==> src/rtl/tdm_pkg.sv <==
// tdm_pkg: shared types, defaults and slot-width helper for the TDM demultiplexer
package tdm_pkg;
  typedef enum logic {HUNT, RUN} state_t;
  localparam int N_CH_DEF = 4;
  localparam int W_DEF = 8;
  function automatic int slot_w(input int n);
    return (n > 1) ? $clog2(n) : 1;
  endfunction
endpackage

==> src/rtl/tdm_slot_counter.sv <==
// tdm_slot_counter: frame slot counter with clear, load-to-1 and wrap flag at the last channel
module tdm_slot_counter import tdm_pkg::*; #(
  parameter int N_CH = N_CH_DEF,
  parameter int SW = slot_w(N_CH)
) (
  input  logic          clk,
  input  logic          rst,
  input  logic          en,
  input  logic          clr,
  input  logic          load1,
  output logic [SW-1:0] slot,
  output logic          wrap
);
  assign wrap = slot == SW'(N_CH - 1);
  // clear beats load, load beats advance; advancing past the last slot returns to 0
  always_ff @(posedge clk)
    if (rst || clr) slot <= '0;
    else if (load1) slot <= SW'(1);
    else if (en) slot <= wrap ? '0 : slot + 1'b1;
endmodule

==> src/rtl/tdm_demux.sv <==
// tdm_demux: locks to start-of-frame and routes interleaved beats to per-channel registers
module tdm_demux import tdm_pkg::*; #(
  parameter int N_CH = N_CH_DEF,
  parameter int W = W_DEF
) (
  input  logic              clk,
  input  logic              rst,
  input  logic              in_valid,
  input  logic              in_sof,
  input  logic [W-1:0]      in_data,
  output logic [N_CH*W-1:0] ch_data,
  output logic [N_CH-1:0]   ch_valid,
  output logic              frame_valid,
  output logic              sync_err,
  output logic              locked
);
  localparam int SW = slot_w(N_CH);
  state_t state, state_nx;
  logic [SW-1:0] slot, wr_idx;
  logic [N_CH-1:0] wr_oh;
  logic wrap, sof, adv, miss, early, wr;
  tdm_slot_counter #(.N_CH(N_CH), .SW(SW)) u_slot (
    .clk(clk), .rst(rst), .en(adv), .clr(miss), .load1(sof), .slot(slot), .wrap(wrap)
  );
  // state register; locked is simply the registered RUN state
  always_ff @(posedge clk)
    if (rst) state <= HUNT;
    else state <= state_nx;
  assign locked = state == RUN;
  // beat classification: any sof restarts a frame, non-sof beats only count while locked
  always_comb begin
    sof = in_valid && in_sof;
    adv = in_valid && !in_sof && state == RUN && slot != '0;
    miss = in_valid && !in_sof && state == RUN && slot == '0;
    early = sof && state == RUN && slot != '0;
    wr = sof || adv;
    wr_idx = sof ? '0 : slot;
    wr_oh = wr ? N_CH'(1) << wr_idx : '0;
    state_nx = miss ? HUNT : sof ? RUN : state;
  end
  // channel register bank and registered event pulses
  always_ff @(posedge clk)
    if (rst) begin
      ch_data <= '0;
      ch_valid <= '0;
      frame_valid <= 1'b0;
      sync_err <= 1'b0;
    end else begin
      for (int i = 0; i < N_CH; i++)
        if (wr_oh[i]) ch_data[i*W +: W] <= in_data;
      ch_valid <= wr_oh;
      frame_valid <= adv && wrap;
      sync_err <= early || miss;
    end
endmodule

==> config.mk <==
export PLATFORM = sky130hd
export DESIGN_NAME = tdm_demux
export DESIGN_NICKNAME = d
export VERILOG_FILES = /design/src/rtl/tdm_pkg.sv /design/src/rtl/tdm_slot_counter.sv /design/src/rtl/tdm_demux.sv
export SDC_FILE = /design/constraint.sdc
export NUM_CORES = 1
export LEC_CHECK = 0
export BUFFER_PORTS_ARGS = -buffer_cell sky130_fd_sc_hd__buf_2
export CAP_MARGIN = 20
export CORE_MARGIN = 3
export CORE_UTILIZATION = 30
export CTS_BUF_LIST = sky130_fd_sc_hd__clkbuf_16
export DETAILED_ROUTE_END_ITERATION = 6
export PLACE_DENSITY = 0.52
export SETUP_SLACK_MARGIN = 0.05
export SYNTH_ARGS = -nofsm -noshare
export SYNTH_HDL_FRONTEND = slang
export SYNTH_SLANG_ARGS = --single-unit
==> constraint.sdc <==
create_clock -name clk -period 2.1 [get_ports clk]
set_clock_uncertainty 0.1 [all_clocks]
set_input_delay 0.42 -clock clk [delete_from_list [all_inputs] [get_ports clk]]
set_output_delay 0.42 -clock clk [all_outputs]
set_load 0.02 [all_outputs]
==> qor.csv, run 1 <==
stage,metric,value,unit
run_status,status,completed,
critical_path,cp-start-kind,register,
die,die_area,6940,um2
global_routing,grt_max_degree,37,
clock_network,cts_buffers,5,
die,fp-row-count,27,
yosys,synth_top_family_by_area,simple AND/OR/NAND/NOR gates,
detailed_routing,wl,4.22,mm
place,finalWeightedCongestion,0.702,
global_routing,antenna_found_initial,0,
sta,tns,0,ns
die,chipHeight,83.3,um
clock_network,h-tree-depth,2,
critical_path,cp.required,2.16,ns
critical_path,crit_fanout,9,
die,die_w,83.3,um
detailed_routing,viasPerCell,4.75,
final_layout,stdcell_count,297,
yosys,netlist_area,1790,um2
detailed_routing,drtIter0Drc,43,
sta,relSlewSlack,67.5,%
critical_path,r2r_start,u_slot.slot[1],
sta,hold_viol,0,
global_routing,grt_pass1_wl,6.99,mm
yosys,synthSimpleGateAreaFrac,25.1,%
sta,rsz0062_at_grt,no,
detailed_routing,drtPass1Iterations,4,
critical_path,end_kind,register,
clock_network,cts_root_buf,clkbuf_16,
yosys,yosys_warnings,0,
yosys,synth_area_per_cell,10.4,um2
final_layout,final_common_cell,buf_2,
clock_network,clkTransAtPathRegs,0.06,ns
global_routing,grt_pass1_vias,1387,
hold_path,worstHoldStart,in_data[6],
yosys,synth_seq_area_share,45.8,%
power_and_ir_drop,cellPowerDensity,788,nW/um2
critical_path,crit_type,register to register,
final_layout,drive_above_1_share,30.7,%
final_layout,fillers,561,
yosys,syn_inst,172,
detailed_routing,vias,1412,
sta,fmax,536,MHz
yosys,synthXorXnorAreaFrac,0.489,%
sta,slew_violations,0,
final_layout,diodes,0,
detailed_routing,final_antenna_net_count,0,
sta,setup_ws,0.233,ns
die,core,5640,um2
power_and_ir_drop,power.leakage,1.11,nW
sta,min_period,1.87,ns
clock_network,cts_sinks,41,
final_layout,final_cell_mix,"buf_2, nand2b_1, dfxtp_1",
clock_network,clock_latency,0.28,ns
yosys,ys_types,26,
final_layout,nNetsFinal,238,
yosys,yosys.area_share.adder,1.40,%
final_layout,post-route-util,40.7,%
place,portBuffers,50,
final_layout,area_growth,28.1,%
place,dp.cells,289,
die,initial_core_util,31.8,%
place,dp_slack,0.206,ns
clock_network,cts_tree,built,
sta,period_share,88.9,%
hold_path,hold_path_class,input port to register,
global_routing,grt.overflow.total,0,
critical_path,critPathArrivalTime,1.93,ns
die,ios,51,
place,dp_hpwl,2.95,mm
job,cap_violations,0,
clock_network,cts.path.max_buffers,2,
detailed_routing,drcViolationCount,0,
detailed_routing,wl_per_cell,14.2,um
yosys,synthMuxAreaShare,13.4,%
critical_path,crit_start,u_slot.slot[1],
sta,setup_violations,0,
global_routing,gr-usage-all-layers,12.5,%
clock_network,cts_hold_buf,0,
yosys,synth_compound_area_share,9.36,%
power_and_ir_drop,vdd_ir_drop_max,0.301,mV
yosys,syn-num-nets,186,
sta,tightestPinTransition,0.488,ns
yosys,synth-seq-cells,41,
==> cell usage after synthesis, drive strengths merged <==
master | n | area (um2)
a22oi | 1 | 7.51
nand2 | 5 | 18.8
mux2i | 24 | 240
nand3 | 3 | 15.0
ha | 2 | 25.0
a21oi | 2 | 10.0
o21ai | 2 | 10.0
and4bb | 1 | 12.5
nor2 | 5 | 18.8
nor4b | 2 | 32.5
inv | 2 | 7.51
and3b | 1 | 8.76
nor3b | 1 | 12.5
o311ai | 8 | 70.1
nand4b | 8 | 70.1
and4b | 1 | 10.0
xor2 | 1 | 8.76
nand2b | 40 | 250
buf | 5 | 38.8
o22a | 8 | 70.1
dfxtp | 41 | 821
clkbuf | 9 | 33.8
==> cells by family after synthesis <==
group / Yosys count
buffers and inverters: 16
adders and majority gates: 2
xor gates and xnor gates: 1
AOI/OAI and AO/OA: 21
muxes: 24
and+or+nand+nor: 67
DFF: 41
==> registers in the layout (all words and copies together) (netlist names) <==
| register | cells |
|---|---|
| ch_data | 32 |
| ch_valid | 4 |
| frame_valid | 1 |
| sync_err | 1 |
| u_slot.slot | 2 |
| locked | 1 |
==> final cells by class <==
class | instances | area [um2] | area share [%]
clock buffer | 5 | 125 | 5.45
clock inverter | 3 | 41.3 | 1.80
inverter | 2 | 7.51 | 0.327
multi-input combinational | 115 | 891 | 38.8
sequential | 41 | 822 | 35.8
tap | 72 | 90.1 | 3.93
timing repair buffer | 59 | 318 | 13.8
==> stage by stage <==
stage          hold WS (ns)  power, mW  area, um2
2_1_floorplan         0.429      0.911       1790
3_3_place_gp          0.365      0.964       2130
3_5_place_dp          0.362      0.962       2130
4_1_cts               0.336       1.83       2290
5_1_grt               0.353       1.88       2290
6_report              0.340       1.81       2290
==> power by group <==
part | total, mW | switching (mW) | internal, mW
registers | 0.805 | 0.0121 | 0.793
logic | 0.139 | 0.0797 | 0.0590
clock network | 0.864 | 0.308 | 0.556
total | 1.81 | 0.400 | 1.41
==> worst max-delay path, cell delays in order, from the launching register on <==
cell,delay [ns]
dfxtp_1,0.46
inv_1,0.10
ha_1,0.27
and4bb_1,0.37
nand3_1,0.10
buf_4,0.21
mux2i_1,0.13
==> layer usage <==
| layer | up-vias | track usage [%] | routed length (um) |
|---|---|---|---|
| met2 | 30 | 19.3 | 1890 |
| li1 | 710 | - | - |
| met5 | - | 0 | 0 |
| met1 | 668 | 16.3 | 2090 |
| met3 | 4 | 3.27 | 170 |
| met4 | 0 | 5.35 | 62 |
==> worst paths after layout <==
kind | to | slack [ns] | cells after the start
setup / recovery | ch_data[20] | 0.23 | 6
hold / removal | ch_data[6] | 0.34 | 3
setup reg to reg | ch_data[20] | 0.23 | 6
hold reg to reg | ch_data[25] | 0.37 | 2
==> what timing repair did <==
item / CTS / global route
gates resized for setup: 0 / 1
endpoints found under the setup margin: 0 / 2
setup buffers: 0 / 0
Note: power is estimated with default switching activity, not from simulation.
==> inputs of run 2 (changes only) <==
- ABC_AREA: not set -> 1
- PLACE_DENSITY: 0.52 -> not set
- PLACE_DENSITY_LB_ADDON: not set -> 0.08
- clock period: 2.1 -> 2.13 ns (I/O delays scaled with it)
==> qor.csv, run 2 <==
stage,metric,value,unit
run_status,status,completed,
yosys,synthXorXnorAreaFrac,0,%
sta,tns,0,ns
global_routing,gr-usage-all-layers,13.6,%
yosys,synth_seq_area_share,53.3,%
yosys,yosys.area_share.adder,1.62,%
final_layout,reg_top3,"ch_data (32), ch_valid (4), u_slot.slot (2)",
yosys,netlist_top_cells_area,"dfxtp_1, nor2_1, o21ai_0",
die,core,4850,um2
power_and_ir_drop,vdd_ir_drop_max,0.336,mV
global_routing,grt_pass1_wl,6.33,mm
power_and_ir_drop,cellPowerDensity,816,nW/um2
critical_path,cp-start-kind,register,
clock_network,cts_sinks,41,
yosys,netlist.top_cell.by_area,dfxtp_1,
critical_path,crit_path_end,ch_data[18],
power_and_ir_drop,power.leakage,1.03,nW
die,ios,51,
power_and_ir_drop,p_total,1.64,mW
detailed_routing,drtIter0Drc,57,
yosys,synth-seq-cells,41,
clock_network,clock_latency,0.28,ns
yosys,synthSimpleGateAreaFrac,30.3,%
critical_path,end_kind,register,
yosys,syn_inst,204,
critical_path,rr_worst_depth,6,
sta,hold_viol,0,
final_layout,diodes,0,
critical_path,crit_fanout,10,
final_layout,drive_above_1_share,26.9,%
clock_network,cts_hold_buf,0,
clock_network,cts.path.max_buffers,2,
clock_network,h-tree-depth,2,
sta,period_share,81.8,%
final_layout,nNetsFinal,273,
yosys,netlist_area,1540,um2
clock_network,cts-resized-gates,0,
clock_network,cts_buffers,5,
yosys,syn-num-nets,218,
die,initial_core_util,31.8,%
critical_path,r2r_start,u_slot.slot[0],
detailed_routing,viasPerCell,4.26,
yosys,ys_types,15,
place,portBuffers,50,
final_layout,multi_input_area,637,um2
power_and_ir_drop,power_frac_comb,7.5,%
yosys,ys.flop_type,dfxtp_1,
critical_path,critPathArrivalTime,1.81,ns
global_routing,grt_max_degree,20,
detailed_routing,wl,3.89,mm
yosys,synth_edf_count,0,
power_and_ir_drop,pwr-share-clk,44.4,%
detailed_routing,drcViolationCount,0,
power_and_ir_drop,netSwitchingPower,0.391,mW
sta,min_period,1.74,ns
critical_path,r2r-end,ch_data[18],
global_routing,antenna_found_initial,0,
die,die_area,6030,um2
yosys,yosys_warnings,0,
power_and_ir_drop,swShare,23.8,%
sta,slew_violations,0,
critical_path,timing.reg2reg.setup_slack,0.39,ns
yosys,synth_area_per_cell,7.55,um2
sta,setup_violations,0,
final_layout,final_cell_mix,"nor2_1, buf_2, dfxtp_1",
job,cap_violations,0,
yosys,synth_commonest_cells,"nor2_1, dfxtp_1, nand2_1",
final_layout,largest_reg_flops,32,
final_layout,post-route-util,41.5,%
global_routing,grt_pass1_vias,1289,
sta,rsz0062_at_grt,no,
final_layout,fillers,534,
sta,holdWs,0.301,ns
die,chipHeight,77.7,um
yosys,synth.most_common_cell,nor2_1,
die,die_w,77.7,um
clock_network,cts_tree,built,
clock_network,clkTransAtPathRegs,0.06,ns
detailed_routing,wl_per_cell,11.9,um
yosys,synth_top_area_share,53.3,%
final_layout,regArea,821,um2
detailed_routing,vias,1392,
yosys,synth_compound_area_share,9.42,%
place,dp_hpwl,2.81,mm
critical_path,crit_start,u_slot.slot[0],
sta,fmax,574,MHz
detailed_routing,drtPass1Iterations,4,
power_and_ir_drop,power_frac_seq,48.1,%
sta,relSlewSlack,76.3,%
clock_network,post_cts.repair.setup_buffers,0,
critical_path,cp.required,2.20,ns
sta,tightestPinTransition,0.354,ns
yosys,synth_top_family_by_area,simple AND/OR/NAND/NOR gates,
clock_network,cts_root_buf,clkbuf_16,
global_routing,grt.overflow.total,0,
hold_path,hold_path_class,input port to register,
final_layout,final_common_cell,nor2_1,
yosys,synth-async-reset-ratio,0,%
place,finalWeightedCongestion,0.822,
power_and_ir_drop,internal-power,1.25,mW
critical_path,crit_type,register to register,
die,fp-row-count,25,
yosys,synthMuxAreaShare,0,%
final_layout,area_growth,30.7,%
final_layout,largest_register,ch_data,
detailed_routing,final_antenna_net_count,0,
run 2: layout make-up:
cell class,instances,area share [%]
clock inverter,3,0.870
inverter,16,3.17
tap,67,4.16
timing repair buffer,52,13.2
multi-input combinational,143,31.6
sequential,41,40.8
clock buffer,5,6.22
run 2: power by group through the flow:
stage	logic [mW]	clock network [mW]	registers, mW
final	0.123	0.730	0.790
after CTS	0.125	0.754	0.790
after global routing	0.140	0.793	0.792
after floorplan	0.0584	0	0.823
after global placement	0.125	0	0.808
after detailed placement	0.125	0	0.808
run 2: worst max-delay path: stages (launching register included):
cell	delay, ns
dfxtp_1	0.42
inv_1	0.08
ha_1	0.25
nor3_4	0.37
nand2_4	0.15
o21ai_0	0.21
nor2_1	0.05
run 2: cells by family after synthesis:
logic type      count (synthesis)
flops                          41
fa+ha+maj                       2
simple gates                  112
buf+inv                        20
compound gates                 29
run 2: routing by layer:
metal,track usage [%],share of wire [%]
met1,17.2,48
met2,22.0,47
met3,4.41,4.3
met4,3.74,0.85
met5,0,0
run 2: worst min path at each step:
stage	startpoint	end	cells past startpoint
after global placement	ch_data[17]	ch_data[17]	2
final	rst	ch_valid[0]	2
after CTS	rst	ch_valid[1]	2
after detailed placement	ch_data[12]	ch_data[12]	2
after floorplan	u_slot.slot[1]	u_slot.slot[1]	2
after global routing	rst	sync_err	2
run 2: stage by stage:
stage,area (um2),cells,worst slack (ns)
after floorplan,1540,204,0.552
after global routing,2010,327,0.237
after CTS,2010,327,0.368
after global placement,1870,319,0.381
final,2010,327,0.389
after detailed placement,1870,319,0.370
